**config.mk**
```make
export PLATFORM = sky130hd
export DESIGN_NAME = wb_port_arbiter_flat
export DESIGN_NICKNAME = d
export VERILOG_FILES = /design/src/rtl/wb_port_arbiter_if.sv /design/src/rtl/wb_port_arbiter.sv /design/src/flat_wrapper.sv
export SDC_FILE = /design/constraint.sdc
export NUM_CORES = 1
export LEC_CHECK = 0
export BUFFER_PORTS_ARGS = -buffer_cell sky130_fd_sc_hd__buf_2
export CORE_MARGIN = 2
export CORE_UTILIZATION = 49
export CTS_CLUSTER_DIAMETER = 200
export DETAILED_ROUTE_END_ITERATION = 8
export PLACE_DENSITY = 0.86
export SETUP_SLACK_MARGIN = 0.05
export SLEW_MARGIN = 5
export SYNTH_ARGS = -nofsm -noshare
export SYNTH_HDL_FRONTEND = slang
export SYNTH_SLANG_ARGS = --single-unit
```
**constraint.sdc**
```tcl
create_clock -name clk -period 5 [get_ports clk]
set_input_delay 0.5 -clock clk [delete_from_list [all_inputs] [get_ports clk]]
set_output_delay 0.5 -clock clk [all_outputs]
set_load 0.01 [all_outputs]
```
**src/rtl/wb_port_arbiter_if.sv**
```systemverilog
// Bundle of writeback request, register-file write and scoreboard signals
// shared between the two requesters, the issue stage and the arbiter.
interface wb_port_arbiter_if #(
  parameter int unsigned DW = 64
);
  logic          ex_valid;
  logic [4:0]    ex_addr;
  logic [DW-1:0] ex_data;
  logic          ex_ready;
  logic          lsu_valid;
  logic [4:0]    lsu_addr;
  logic [DW-1:0] lsu_data;
  logic          lsu_ready;
  logic          iss_set;
  logic [4:0]    iss_addr;
  logic          w_ena;
  logic [4:0]    w_addr;
  logic [DW-1:0] w_data;
  logic [31:0]   busy_vec;

  // Requesters, issue stage and register file side.
  modport master (
    output ex_valid, ex_addr, ex_data, lsu_valid, lsu_addr, lsu_data, iss_set, iss_addr,
    input  ex_ready, lsu_ready, w_ena, w_addr, w_data, busy_vec
  );

  // Arbiter side.
  modport slave (
    input  ex_valid, ex_addr, ex_data, lsu_valid, lsu_addr, lsu_data, iss_set, iss_addr,
    output ex_ready, lsu_ready, w_ena, w_addr, w_data, busy_vec
  );
endinterface

```
**src/rtl/wb_port_arbiter.sv**
```systemverilog
// Round-robin arbiter merging ALU and load writebacks onto one register-file
// write port, with a busy scoreboard of pending destination registers.
module wb_port_arbiter #(
  parameter int unsigned DW = 64
) (
  input logic              clk,
  input logic              rst,
  wb_port_arbiter_if.slave bus
);

  typedef enum logic [0:0] {GrantEx, GrantLsu} grant_e;

  grant_e        last_grant_q, last_grant_d;
  logic          w_ena_q, w_ena_d;
  logic [4:0]    w_addr_q, w_addr_d;
  logic [DW-1:0] w_data_q, w_data_d;
  logic [31:0]   busy_q, busy_d;

  logic          grant_ex, grant_lsu;
  logic          accept;
  logic [4:0]    acc_addr;
  logic [DW-1:0] acc_data;

  // Handshake: a lone requester wins outright; on conflict the one not granted last wins.
  always_comb begin
    grant_ex  = 1'b0;
    grant_lsu = 1'b0;
    if (!rst) begin
      grant_ex  = bus.ex_valid  && (!bus.lsu_valid || last_grant_q == GrantLsu);
      grant_lsu = bus.lsu_valid && (!bus.ex_valid  || last_grant_q == GrantEx);
    end
  end

  assign bus.ex_ready  = grant_ex;
  assign bus.lsu_ready = grant_lsu;

  // Next-state for the grant pointer, the registered write beat and the scoreboard.
  always_comb begin
    last_grant_d = last_grant_q;
    w_ena_d      = 1'b0;
    w_addr_d     = w_addr_q;
    w_data_d     = w_data_q;
    busy_d       = busy_q;
    accept       = grant_ex || grant_lsu;
    acc_addr     = grant_ex ? bus.ex_addr : bus.lsu_addr;
    acc_data     = grant_ex ? bus.ex_data : bus.lsu_data;

    if (accept) begin
      last_grant_d = grant_ex ? GrantEx : GrantLsu;
      // Writes to x0 are swallowed: handshake completes but nothing reaches the port.
      if (acc_addr != 5'd0) begin
        w_ena_d  = 1'b1;
        w_addr_d = acc_addr;
        w_data_d = acc_data;
      end
    end

    // Clear first so a same-cycle set on the same register wins.
    if (w_ena_q) begin
      busy_d[w_addr_q] = 1'b0;
    end
    if (bus.iss_set) begin
      busy_d[bus.iss_addr] = 1'b1;
    end
    busy_d[0] = 1'b0;
  end

  // State registers with synchronous reset; reset also drops any beat in flight.
  always_ff @(posedge clk) begin
    if (rst) begin
      last_grant_q <= GrantLsu;
      w_ena_q      <= 1'b0;
      w_addr_q     <= 5'd0;
      w_data_q     <= '0;
      busy_q       <= 32'd0;
    end else begin
      last_grant_q <= last_grant_d;
      w_ena_q      <= w_ena_d;
      w_addr_q     <= w_addr_d;
      w_data_q     <= w_data_d;
      busy_q       <= busy_d;
    end
  end

  assign bus.w_ena    = w_ena_q;
  assign bus.w_addr   = w_addr_q;
  assign bus.w_data   = w_data_q;
  assign bus.busy_vec = busy_q;

endmodule

```
**src/flat_wrapper.sv**
```systemverilog
// flat-port wrapper written by rule: the top's interface ports become plain ports
module wb_port_arbiter_flat 
#(
  parameter int unsigned DW = 64
)
  (clk, rst, bus_ex_valid, bus_ex_addr, bus_ex_data, bus_lsu_valid, bus_lsu_addr, bus_lsu_data, bus_iss_set, bus_iss_addr, bus_ex_ready, bus_lsu_ready, bus_w_ena, bus_w_addr, bus_w_data, bus_busy_vec);
  wb_port_arbiter_if #(.DW(DW)) bus_i ();
  input logic clk;
  input logic rst;
  input wire logic [$bits(bus_i.ex_valid)-1:0] bus_ex_valid;
  input wire logic [$bits(bus_i.ex_addr)-1:0] bus_ex_addr;
  input wire logic [$bits(bus_i.ex_data)-1:0] bus_ex_data;
  input wire logic [$bits(bus_i.lsu_valid)-1:0] bus_lsu_valid;
  input wire logic [$bits(bus_i.lsu_addr)-1:0] bus_lsu_addr;
  input wire logic [$bits(bus_i.lsu_data)-1:0] bus_lsu_data;
  input wire logic [$bits(bus_i.iss_set)-1:0] bus_iss_set;
  input wire logic [$bits(bus_i.iss_addr)-1:0] bus_iss_addr;
  output wire logic [$bits(bus_i.ex_ready)-1:0] bus_ex_ready;
  output wire logic [$bits(bus_i.lsu_ready)-1:0] bus_lsu_ready;
  output wire logic [$bits(bus_i.w_ena)-1:0] bus_w_ena;
  output wire logic [$bits(bus_i.w_addr)-1:0] bus_w_addr;
  output wire logic [$bits(bus_i.w_data)-1:0] bus_w_data;
  output wire logic [$bits(bus_i.busy_vec)-1:0] bus_busy_vec;
  assign bus_i.ex_valid = bus_ex_valid;
  assign bus_i.ex_addr = bus_ex_addr;
  assign bus_i.ex_data = bus_ex_data;
  assign bus_i.lsu_valid = bus_lsu_valid;
  assign bus_i.lsu_addr = bus_lsu_addr;
  assign bus_i.lsu_data = bus_lsu_data;
  assign bus_i.iss_set = bus_iss_set;
  assign bus_i.iss_addr = bus_iss_addr;
  assign bus_ex_ready = bus_i.ex_ready;
  assign bus_lsu_ready = bus_i.lsu_ready;
  assign bus_w_ena = bus_i.w_ena;
  assign bus_w_addr = bus_i.w_addr;
  assign bus_w_data = bus_i.w_data;
  assign bus_busy_vec = bus_i.busy_vec;
  wb_port_arbiter #(.DW(DW)) u_core (.clk(clk), .rst(rst), .bus(bus_i));
endmodule
```
# [Word-level counts from Yosys, hierarchy flattened]
# Index checks and enable logic that the tools add are counted.
[totals] ramBits=0 word_cells=39 reg_bits=103 input_bits=148 mem_count=0 latch_bits=0 romBits=0 output_inout_bits=104
[op_classes] div_mod_pow=0 magnitude_cmp=4 shift=0 eq_ne=0 multipliers=0 n_reduce_logical=12 addsub=0 muxes=12 n_bitwise=5
[ops] cell="$mux 32" count=2
[ops] cell="$mux 64" count=1
[ops] cell="$and 32x32->32" count=1
[ops] cell="$not 32->32" count=1
[ops] cell="$or 32x32->32" count=1
[ops] cell="$lt 5x6->1 const B" count=2
[ops] cell="$demux 1 s5" count=2
[ops] cell="$ge 5x1->1 const B" count=2
[ops] cell="$mux 1" count=6
[ops] cell="$mux 5" count=1
[ops] cell="$reduce_bool 5->1" count=1
[ops] cell="$logic_and 1x1->1" count=4
[ops] cell="$logic_or 1x1->1" count=3
[ops] cell="$logic_not 1->1" count=2
[ops] cell="$not 1->1" count=2
[ops] cell="$reduce_and 2->1" count=1
[ops] cell="$reduce_or 2->1" count=1

# [Logic depth before layout (Yosys ltp)]
[depth] word_depth=9 mapped_depth=8 ltp_nobuf=5

# [Worst setup path after synthesis]
# No wires, ideal clock.
[synth_timing] path_kind="input-to-reg" startpoint="input port bus_lsu_addr[0]" endpoint="register u_core.w_data_q[26], in the netlist u_core.bus.w_data[26]" path_stages=7 arrival_ns=1.873 required_time_ns=4.878 setup_time_ns=0.122 setup_slack_ns=3.005 n_path_buf=3 path_cell_list="or3_4 > or3_1 > a21o_1 > clkbuf_1 > buf_6 > buf_6 > mux2i_1"
[synth_between] elab_chain_len=3
[synth_rtl] element="start, declared" line_no="flat_wrapper.sv:14" text="input wire logic [$bits(bus_i.lsu_addr)-1:0] bus_lsu_addr;"
[synth_rtl] element="$mux 5" line_no="wb_port_arbiter.sv:45" text="acc_addr = grant_ex ? bus.ex_addr : bus.lsu_addr;"
[synth_rtl] element="$reduce_bool 5->1" line_no="wb_port_arbiter.sv:51" text="if (acc_addr != 5'd0) begin"
[synth_rtl] element="$reduce_and 2->1 (no line)"
[synth_rtl] element="end signal, assigned" line_no="wb_port_arbiter.sv:80" text="w_data_q <= w_data_d;"
[synth_rtl] element="end, declared" line_no="wb_port_arbiter.sv:16" text="logic [DW-1:0] w_data_q, w_data_d;"
# No other way between the ends.
# A chain may end at the register's enable or synchronous reset.

# [Worst setup path in the final report]
[layout_timing] startpoint="input port rst" endpoint="output port bus_ex_ready"
[layout_between] elab_chain_len=1
[layout_rtl] element="start, declared" line_no="flat_wrapper.sv:9" text="input logic rst;"
[layout_rtl] element="$mux 1" line_no="wb_port_arbiter.sv:28" text="if (!rst) begin"
[layout_rtl] element="end, declared" line_no="flat_wrapper.sv:18" text="output wire logic [$bits(bus_i.ex_ready)-1:0] bus_ex_ready;"
# No other way between the ends.

==> summary.txt <==
Placed design
  – Pre-CTS setup slack: 1.92 ns
  – IO Port Bufs: 250
  – Placed Area: roughly 6000 µm²
  – Post-Place Cells: 848
  – DP HPWL: between 10000 and 15000 µm
  – Routability cong.: a little under 0.9

Power
  – Lkg Pwr: approximately 3.3 nW
  – Net Sw Frac: between 30 and 40%
  – Power Internal: between 0.001 and 0.0015 W
  – Switching pwr: approximately 0.00056 W
  – Sequential group share of total power: 50.8%
  – Maximum vdd drop: approximately 160 µV
  – Clock share of power: 26.6%
  – Pwr Density: 296 nW/µm²
  – Combinational power share: a little under a quarter

Logic synthesis
  – Synth area leader: dfxtp_1
  – Synthesized cell area: ~4800 µm²
  – Sequential cell area fraction in the yosys report: 42.6%
  – Post-synth top cells: mux2i_1, dfxtp_1, nand2b_1
  – Cells after synthesis: 494
  – Yosys warning count: 0
  – EDFF count, synth: 0
  – Post-synthesis register bit count: 102
  – Syn nets: ~640
  – Yosys cell types: 34
  – Yosys top cell area share: between 40% and 50%
  – Post-synth top flop: dfxtp_1
  – Asr flop ratio synth: 0%
  – Synth area leaders: dfxtp_1, mux2i_1, nand2b_1
  – Mean Syn Cell Area: roughly 9.7 µm²
  – Count leader, synth: mux2i_1

Setup path
  – Worst Setup Start Kind: primary input
  – Critical Path Sink Type: primary output
  – WS Path Type: primary input to primary output
  – WP data arrival: around 2.6 ns
  – Critical path required time: between 4 and 5 ns
  – Crit path top cell by count: buf_2
  – Crit path buf inv count: 3
  – Crit Path Max Fanout: around 70
  – Crit-path cells: buf_2 > nor2b_1 > nand2_4 > inv_2 > buf_2
  – Delay-heaviest family, CP: simple AND/OR/NAND/NOR gates
  – Highest cell delay on the worst timing path: between 0.7 and 0.8 ns
  – Slowest CP cell: nand2_4

Route
  – Via-to-Cell Ratio: 5.22
  – Routed wire length per instance: ~16 µm
  – Drt pass-1 iters: 5
  – Routed WL: 13800 µm
  – DR iter-0 viols: between 150 and 200
  – Remaining DRCs: 0
  – Vias: ~4500
  – ANT nets after route: 0

Clock tree
  – Inserted Clock Buffers: 9
  – # resized after CTS: 0
  – Clock transition at path regs: around 0.090 ns
  – Number of clock sinks: 102
  – CTS tree: done
  – CTS H-tree lvls: 3
  – Postcts setup bufs: 0
  – CTS root buffer: clkbuf_8
  – CTS Buffer Depth: 2
  – Clock insertion delay at the later pin of the skew report: around 0.37 ns
  – Hold-fix buffers, CTS: 0

STA
  – Final setup viols: 0
  – Max_slew headroom: 21.6%
  – Setup TNS: 0 ns
  – Hold_ws: a little over 0.4 ns
  – Crit share post-route: approximately 60%
  – Final Hold Vio Count: 0
  – Clk_skew: about 0.013 ns
  – Max Fclk: around 0.33 GHz
  – RSZ-0062 raised after global routing: false
  – Final min period: 3.06 ns
  – Worst Tran Pin Value: ~1.2 ns
  – Final Max Slew Viols: 0
  – Fin worst setup slack: approximately 1.9 ns

Global routing
  – Largest net degree at the start of global routing: just under 70
  – Total congestion overflow: 0
  – Initial antenna violation count: 1
  – First-pass GRT wire length: just over 20000 µm
  – GR Util All Layers: around a quarter
  – Vias in the first global route: roughly 4300

Floorplanning
  – IO Pins: 252
  – Die W: 103 µm
  – Die height: just over 100 µm
  – Row count: 36
  – DIE AREA: between 10000 and 15000 µm²
  – Core ar.: between 9000 and 10000 µm²
  – Initial Util: 49.7%

Final layout
  – Final instance area: between 6000 and 7000 µm²
  – Reg area: a little over 2000 µm²
  – Area of the multi-input gates: ~2600 µm²
  – Share of cells above drive strength 1: between 30% and 40%
  – NumNets Final: 874
  – Number of diodes: 0
  – Final Non-Filler Cells: ~860
  – Area delta synth->final: 30.5%
  – Fillers: a little under 900

Flow run
  – Max-Cap Viols: 0

Outcome
  – Status: completed

Hold path
  – Hold Crit Class: primary input to register
==> worst paths after layout <==
kind / end / start / slack, ns / cells after the start
setup / recovery: bus_ex_ready / rst / 1.94 / 5
hold / removal: u_core.bus.w_data[20]$_SDFFE_PP0P_ / bus_ex_data[20] / 0.41 / 3
setup reg to reg: u_core.bus.w_addr[3]$_SDFFE_PP0P_ / u_core.last_grant_q$_SDFFE_PP1N_ / 2.68 / 5
hold reg to reg: u_core.bus.w_data[62]$_SDFFE_PP0P_ / u_core.bus.w_data[62]$_SDFFE_PP0P_ / 0.47 / 2
==> metrics by stage <==
stage | total power, W | utilization, %
floorplan | 0.00119 | -
global placement | 0.00136 | 63.0
detailed placement | 0.00138 | 63.0
CTS | 0.00186 | 64.9
global route | 0.00194 | 64.9
finish | 0.00185 | 64.9
==> layout make-up <==
cell class              count  share of cell area (%)
clock buffers              10                    2.20
clock inverters             6                   0.740
inverters                   4                   0.240
multi-input cells         358                    41.4
flip-flops and latches    102                    32.7
well taps                 133                    2.66
repair buffers            251                    20.1
==> state kept, by name, indices dropped and copies added, names as in the netlist <==
signal / flops
u_core.bus.busy_vec: 31
u_core.bus.w_data: 64
u_core.bus.w_addr: 5
u_core.last_grant_q: 1
u_core.bus.w_ena: 1
==> kinds of logic (layout without fill, tap and decap cells) <==
| kind of cell | Yosys count | count (layout) | synth area share, % |
|---|---|---|---|
| and+or+nand+nor | 146 | 146 | 16.9 |
| DFF | 102 | 102 | 42.6 |
| AOI/OAI and AO/OA | 81 | 81 | 9.51 |
| other | 1 | 1 | 0.0783 |
| buffers and inverters | 34 | 271 | 3.68 |
| muxes | 130 | 130 | 27.2 |
==> worst reg2reg max path, delay by kind of cell, from the launching register on <==
family | cells | cell delay, ns
and+or+nand+nor | 2 | 1.17
AOI/OAI and AO/OA | 2 | 0.61
DFF | 1 | 0.34
buffers and inverters | 1 | 0.13
==> power by group through the flow <==
stage / sequential (W) / clock (W) / combinational [W]
floorplan: 0.000987 / 0 / 0.000199
global placement: 0.000952 / 0 / 0.000405
detailed placement: 0.000955 / 0 / 0.000420
CTS: 0.000938 / 0.000500 / 0.000421
global route: 0.000947 / 0.000539 / 0.000455
finish: 0.000938 / 0.000491 / 0.000419
==> per-layer routing <==
metal	vias up	share of wire (%)	GRT usage [%]
met5	-	0.094	0
met4	2	1.9	10.8
met3	24	7.1	5.49
met2	208	52	43.4
met1	2085	39	29.0
li1	2195	-	-
==> cells in the final DEF (no fill, tap or decap), types with 2 or more instances in the layout <==
master	n
clkinv_4	2
nor3b_1	4
nor3_1	2
mux2i_1	130
clkbuf_8	10
and3_1	2
o311a_1	2
and3b_1	2
a21oi_1	34
nand3_1	8
nor2_1	7
nand4b_1	2
nand2_1	39
nand3b_1	4
clkinvlp_4	2
o2111ai_1	2
o21ai_0	34
buf_2	250
nand2b_1	66
o32ai_1	3
inv_1	3
or3_1	3
dfxtp_1	102
nor2b_1	4
a211oi_1	2
No activity file was read; power rests on OpenSTA's default activity.
